### src/rtl/fifo_arb_pkg.sv
// Purpose: shared types and defaults for the sync_fifo write-port arbiter.
// Latency: n/a (declarations only).
// Backpressure: n/a.
package fifo_arb_pkg;

    // Arbiter FSM: waiting to pick a producer, or streaming a locked burst.
    typedef enum logic {
        ST_IDLE  = 1'b0,
        ST_BURST = 1'b1
    } arb_state_t;

    localparam int DEF_NUM_REQ   = 4;
    localparam int DEF_MAX_BURST = 4;
    localparam int ERR_CNT_W     = 16;

endpackage

### src/rtl/fifo_wr_arbiter_rr_pick.sv
// Purpose: round-robin search, first set request at or after rr_ptr with wrap-around.
// Latency: purely combinational.
// Backpressure: none.
//
// Ports:
//   req     request vector
//   rr_ptr  search start index
//   found   at least one request set
//   idx     winning index (0 when nothing found)
module rr_pick #(
    parameter int NUM_REQ = 4,
    parameter int ID_W    = $clog2(NUM_REQ)
) (
    input  logic [NUM_REQ-1:0] req,
    input  logic [ID_W-1:0]    rr_ptr,
    output logic               found,
    output logic [ID_W-1:0]    idx
);

    always_comb begin
        found = 1'b0;
        idx   = '0;
        // Scan from the farthest position back toward rr_ptr so the hit that
        // survives is the nearest one at or after rr_ptr.
        for (int k = NUM_REQ-1; k >= 0; k--) begin
            if (req[(int'(rr_ptr) + k) % NUM_REQ]) begin
                found = 1'b1;
                idx   = ID_W'((int'(rr_ptr) + k) % NUM_REQ);
            end
        end
    end

endmodule

### src/rtl/fifo_wr_arbiter.sv
// Purpose: shares one sync_fifo write port among NUM_REQ producers, round-robin with burst lock.
// Latency: 1 idle arbitration cycle per grant, then up to MAX_BURST beats at one per cycle.
// Backpressure: fifo_full_i stalls the granted producer (ready low) without losing the grant.
//
// Ports:
//   clk_i, rst_i      clock, synchronous active-high reset
//   req_valid_i       per-producer beat available
//   req_data_i        producer n data at [n*WIDTH +: WIDTH]
//   req_ready_o       one-hot accept strobe back to the granted producer
//   fifo_wr_en_o      write strobe to sync_fifo
//   fifo_wdata_o      write data to sync_fifo (0 when not writing)
//   fifo_full_i       sync_fifo full flag
//   fifo_wr_error_i   sync_fifo write-error pulse
//   grant_valid_o     burst grant active
//   grant_id_o        granted producer index
//   wr_err_cnt_o      saturating count of write-error cycles
module fifo_wr_arbiter
    import fifo_arb_pkg::*;
#(
    parameter int NUM_REQ   = DEF_NUM_REQ,
    parameter int WIDTH     = 8,
    parameter int MAX_BURST = DEF_MAX_BURST,
    parameter int ID_W      = $clog2(NUM_REQ),
    parameter int CNT_W     = $clog2(MAX_BURST+1)
) (
    input  logic                     clk_i,
    input  logic                     rst_i,
    input  logic [NUM_REQ-1:0]       req_valid_i,
    input  logic [NUM_REQ*WIDTH-1:0] req_data_i,
    output logic [NUM_REQ-1:0]       req_ready_o,
    output logic                     fifo_wr_en_o,
    output logic [WIDTH-1:0]         fifo_wdata_o,
    input  logic                     fifo_full_i,
    input  logic                     fifo_wr_error_i,
    output logic                     grant_valid_o,
    output logic [ID_W-1:0]          grant_id_o,
    output logic [ERR_CNT_W-1:0]     wr_err_cnt_o
);

    arb_state_t           state_q, state_d;
    logic [ID_W-1:0]      grant_q, grant_d;
    logic [ID_W-1:0]      rr_q, rr_d;
    logic [CNT_W-1:0]     beat_q, beat_d;
    logic [ERR_CNT_W-1:0] err_q;

    logic                 pick_found;
    logic [ID_W-1:0]      pick_idx;
    logic                 in_burst;
    logic                 accept;
    logic                 last_beat;
    logic [ID_W-1:0]      grant_inc;
    logic [WIDTH-1:0]     data_arr [NUM_REQ];

    rr_pick #(
        .NUM_REQ (NUM_REQ),
        .ID_W    (ID_W)
    ) u_rr_pick (
        .req    (req_valid_i),
        .rr_ptr (rr_q),
        .found  (pick_found),
        .idx    (pick_idx)
    );

    always_comb begin
        for (int n = 0; n < NUM_REQ; n++) begin
            data_arr[n] = req_data_i[n*WIDTH +: WIDTH];
        end
    end

    // Outputs are gated by rst_i so the port reads idle during the reset
    // cycle itself, not only after the state register has cleared.
    assign in_burst  = (state_q == ST_BURST) && !rst_i;
    assign accept    = in_burst && req_valid_i[grant_q] && !fifo_full_i;
    assign last_beat = (beat_q == CNT_W'(MAX_BURST-1));
    assign grant_inc = (grant_q == ID_W'(NUM_REQ-1)) ? '0 : grant_q + ID_W'(1);

    assign fifo_wr_en_o  = accept;
    assign fifo_wdata_o  = accept ? data_arr[grant_q] : '0;
    assign req_ready_o   = accept ? (NUM_REQ'(1) << grant_q) : '0;
    assign grant_valid_o = in_burst;
    assign grant_id_o    = rst_i ? '0 : grant_q;
    assign wr_err_cnt_o  = rst_i ? '0 : err_q;

    always_comb begin
        state_d = state_q;
        grant_d = grant_q;
        rr_d    = rr_q;
        beat_d  = beat_q;
        case (state_q)
            ST_IDLE: begin
                if (pick_found) begin
                    grant_d = pick_idx;
                    beat_d  = '0;
                    state_d = ST_BURST;
                end
            end
            ST_BURST: begin
                if (accept) begin
                    beat_d = beat_q + CNT_W'(1);
                end
                // A full stall with valid held keeps the grant; only a
                // completed burst or a withdrawn request releases it.
                if ((accept && last_beat) || !req_valid_i[grant_q]) begin
                    state_d = ST_IDLE;
                    rr_d    = grant_inc;
                end
            end
            default: state_d = ST_IDLE;
        endcase
    end

    always_ff @(posedge clk_i) begin
        if (rst_i) begin
            state_q <= ST_IDLE;
            grant_q <= '0;
            rr_q    <= '0;
            beat_q  <= '0;
        end else begin
            state_q <= state_d;
            grant_q <= grant_d;
            rr_q    <= rr_d;
            beat_q  <= beat_d;
        end
    end

    always_ff @(posedge clk_i) begin
        if (rst_i) begin
            err_q <= '0;
        end else if (fifo_wr_error_i && (err_q != '1)) begin
            err_q <= err_q + ERR_CNT_W'(1);
        end
    end

endmodule

### config.mk
export PLATFORM = sky130hd
export DESIGN_NAME = fifo_wr_arbiter
export DESIGN_NICKNAME = d
export VERILOG_FILES = /design/src/rtl/fifo_arb_pkg.sv /design/src/rtl/fifo_wr_arbiter_rr_pick.sv /design/src/rtl/fifo_wr_arbiter.sv
export SDC_FILE = /design/constraint.sdc
export NUM_CORES = 1
export LEC_CHECK = 0
export CAP_MARGIN = 20
export CORE_ASPECT_RATIO = 0.6
export CORE_MARGIN = 8
export CORE_UTILIZATION = 47
export DETAILED_ROUTE_END_ITERATION = 8
export GPL_ROUTABILITY_DRIVEN = 0
export GPL_TIMING_DRIVEN = 0
export PLACE_DENSITY = 0.95
export SETUP_SLACK_MARGIN = 0.1
export SLEW_MARGIN = 40
export SYNTH_ARGS = -nofsm -noshare
export SYNTH_HDL_FRONTEND = slang
export SYNTH_SLANG_ARGS = --single-unit
### constraint.sdc
create_clock -name clk_i -period 3.6 [get_ports clk_i]
set_clock_uncertainty 0.1 [all_clocks]
set_input_delay 0.72 -clock clk_i [delete_from_list [all_inputs] [get_ports clk_i]]
set_output_delay 0.72 -clock clk_i [all_outputs]
set_load 0.02 [all_outputs]
==> reports/qor.yml, run 1 <==
synth_simple_gate_area_share_pct: 34.05
critical_path_at_ns: 2.47
remaining_drc_errors: 0
count_of_boundary_i_o_pins: 72
antennaDiodeCount: 0
period_share_pct: 91.42
report.final.hold_viol_count: 0
grt_pass1_wl_um: 9239
synthesis.yosys.warnings: 0
initial_antenna_violation_count: 0
clkSlewWorstSetupHoldPaths_ns: 0.08
synthAdderAreaFrac_pct: 4.885
detailedPlacementHpwl_um: 4656
max_cap_violations: 0
clockRootBuffer: "sky130_fd_sc_hd__clkbuf_8"
postSynthRegisterBits: 24
area_growth_pct: 44.52
layout_cells_sized_above_1_pct: 13.01
grt_max_degree: 14
floorplan.die.width_um: 95.74
synth.mux.area_fraction_pct: 20.59
drt-initial-drc-count: 150
antenna_violation_net_count_after_detailed_routing: 0
grtUsageMet2_pct: 29.73
finalCriticalPeriod_ns: 3.291
post_synth_num_cell_types: 46
numClockSinks: 24
hold_path_startpoint: "beat_q[1]$_SDFFE_PP0P_"
hold_ws_ns: 0.3872
start_kind: "input pin"
power.static_leakage_nw: 1.050
synth_async_sr_flop_share_pct: 0
met3_usage_pct: 3.380
run_status: "finished, final reports clean"
gr-total-overflow: 0
overall_die_height_um: 63.84
finalWirelength_um: 5642
route.detailed.vias_per_inst: 5.642
clock_latency_ns: 0.27
setup_violations: 0
worst_ep_required_time_ns: 2.78
synth_compound_area_share_pct: 9.630
number_of_global_route_vias_before_repair: 1739
vdd_ir_drop_max_mv: 0.2728
critical_path.endpoint_type: "primary output"
combinational_family_with_the_most_area_after_synthesis: "simple AND/OR/NAND/NOR gates"
max_slew.worst_pin.slew_ns: 0.7762
syn-num-nets: 242
post_synth.cell_area_avg_um2: 9.195
cts_post_setup_buffers_inserted: 0
numPortBuffers: 70
cp.buffers_inverters: 4
synth_enable_flop_cells: 0
achievable-frequency_mhz: 303.8
syn_inst_count: 195
worst-path-max-fanout: 10
worst_path_dominant_cell_family: "buffers and inverters"
std_cell_rows: 17
routedWlPerCell_um: 17.85
syn-cell-area_um2: 1793
leading_cell_types_in_the_layout_fill_and_taps_excluded: "sky130_fd_sc_hd__clkdlybuf4s50_1, sky130_fd_sc_hd__dfxtp_1, sky130_fd_sc_hd__nor2_1"
crit_startpoint: "req_valid_i[0]"
grt.met1_usage_pct: 26.95
synth_ff_type: "sky130_fd_sc_hd__dfxtp_1"
finalCoreUtilization_pct: 70.83
cpMostUsedCell: "sky130_fd_sc_hd__dlygate4sd2_1"
power_per_cell_area_nw_per_um2: 238.1
layout_commonest_cell: "sky130_fd_sc_hd__clkdlybuf4s50_1"
drt-pass1-iter-count: 4
tritoncts: "yes"
floorplan.die_area_um2: 6112
slowest_delay_ns: 0.52
post_synth_xor_area_fraction_pct: 0.4885
htree_num_levels: 1
setup_repair_after_global_routing_missed_its_margin: "false"
core_um2: 3659
crit_path_top_delay_cell: "sky130_fd_sc_hd__mux4_2"
floorplan.initialDensity_pct: 49.01
hold_class: "reg -> reg"
finish.net_count: 317
grt-busiest-layer: "met2"
path_cells: "dlygate4sd2_1, mux4_2, nand3b_2, inv_2, buf_2, and2_1, dlygate4sd2_1"
synth.yosys.seq_area_share_pct: 26.80
maxSlewViolCount: 0
slew-limit-headroom_pct: 47.68
rr_startpoint: "err_q[0]$_SDFFE_PP0P_"
cts_inserted_buffers: 3
gr-usage-all-layers_pct: 18.94
worst_setup_path_class: "in -> out"
ctsHoldBuffers: 0
maximum_clock_path_buffer_count: 2
fin_setup_tns_ns: 0
vias: 1783
## sequential cells by signal, indices dropped and copies added (netlist names)
register,cells
grant_q,2
beat_q,3
rr_q,2
state_q,1
err_q,16
## worst min-delay path, delay by kind of cell, from the launching register on
kind	cells	cell delay, ns
AO/OA/AOI/OAI	1	0.06
flip-flops	1	0.32
AND/OR/NAND/NOR	1	0.06
## cell usage after synthesis (all sizes together) (2+ instances only)
master | n | area share [%]
a21oi | 7 | 2.0
mux4 | 9 | 11
and2 | 12 | 4.2
mux2i | 5 | 2.8
nand2b | 3 | 1.0
a211oi | 2 | 0.84
dfxtp | 24 | 27
nand2 | 11 | 2.3
o21ai | 5 | 1.4
and4 | 2 | 0.98
inv | 7 | 1.5
nor3 | 5 | 1.4
ha | 7 | 4.9
o21a | 2 | 0.84
nor2 | 21 | 4.5
nand4b | 2 | 0.98
nand4 | 6 | 3.3
nand3 | 10 | 3.1
clkbuf | 5 | 1.0
nor2b | 16 | 5.6
o41ai | 2 | 2.4
mux2 | 10 | 6.5
nor3b | 3 | 1.3
nor4 | 3 | 2.2
or4 | 3 | 1.3
buf | 4 | 1.0
## through the flow
step / instances / area [µm²] / setup slack, ns / power (mW)
2_1_floorplan: 195 / 1793 / 0.7397 / 0.3642
3_3_place_gp: 312 / 2552 / -0.1288 / 0.4345
3_5_place_dp: 312 / 2552 / -0.1635 / 0.4406
4_1_cts: 316 / 2587 / 0.09028 / 0.6220
5_1_grt: 316 / 2591 / 0.2055 / 0.6500
6_report: 316 / 2591 / 0.3088 / 0.6170
## metal layers
layer / wire (µm) / share of wire [%]
met5: 0 / 0
met2: 2704 / 48
met4: 12 / 0.21
met3: 316 / 5.6
met1: 2608 / 46
## final timing paths
kind	to	slack, ns	depth (start not counted)
worst max-delay path	req_ready_o[2]	0.31	7
worst min-delay path	beat_q[1]$_SDFFE_PP0P_	0.39	2
worst max register to register	err_q[12]$_SDFFE_PP0P_	1.55	5
worst min register to register	beat_q[1]$_SDFFE_PP0P_	0.39	2
## final cells by class
type | count | area [µm²]
clock buffers | 4 | 55.05
fillers | 307 | 1067
plain buffers | 9 | 38.79
flip-flops and latches | 24 | 480.5
inverters | 7 | 26.28
repair buffers | 70 | 683.2
multi-input cells | 155 | 1249
well taps | 47 | 58.81
## power breakdown
group	switching (mW)	total [mW]	internal [mW]
logic	0.0638	0.148	0.0846
registers	0.0103	0.283	0.273
clock network	0.0876	0.185	0.0978
## what timing repair did
item | 4_1_cts | 5_1_grt
endpoints found under the setup margin | 13 | 11
gates resized for setup | 16 | 2
pin swaps | 0 | 0
hold endpoints to repair | 0 | 0
## cells by family (layout without fill, tap and decap cells)
| group | after synthesis | count (layout) |
|---|---|---|
| XOR/XNOR | 1 | 1 |
| buffers and inverters | 16 | 90 |
| flip-flops | 24 | 24 |
| adder cells (fa/ha/maj) | 7 | 7 |
| AND/OR/NAND/NOR | 101 | 101 |
| multiplexers | 24 | 24 |
| AO/OA/AOI/OAI | 22 | 22 |
(Power assumes the default switching activity.)
==> run 2: changes to the inputs <==
--- a/config.mk
+++ b/config.mk
@@ -5,7 +5,6 @@
 export SDC_FILE = /design/constraint.sdc
 export NUM_CORES = 1
 export LEC_CHECK = 0
-export CAP_MARGIN = 20
 export CORE_ASPECT_RATIO = 0.6
 export CORE_MARGIN = 8
 export CORE_UTILIZATION = 47
==> results of run 2 <==
No change in the layout: final DEF, timing and power equal those of run 1.
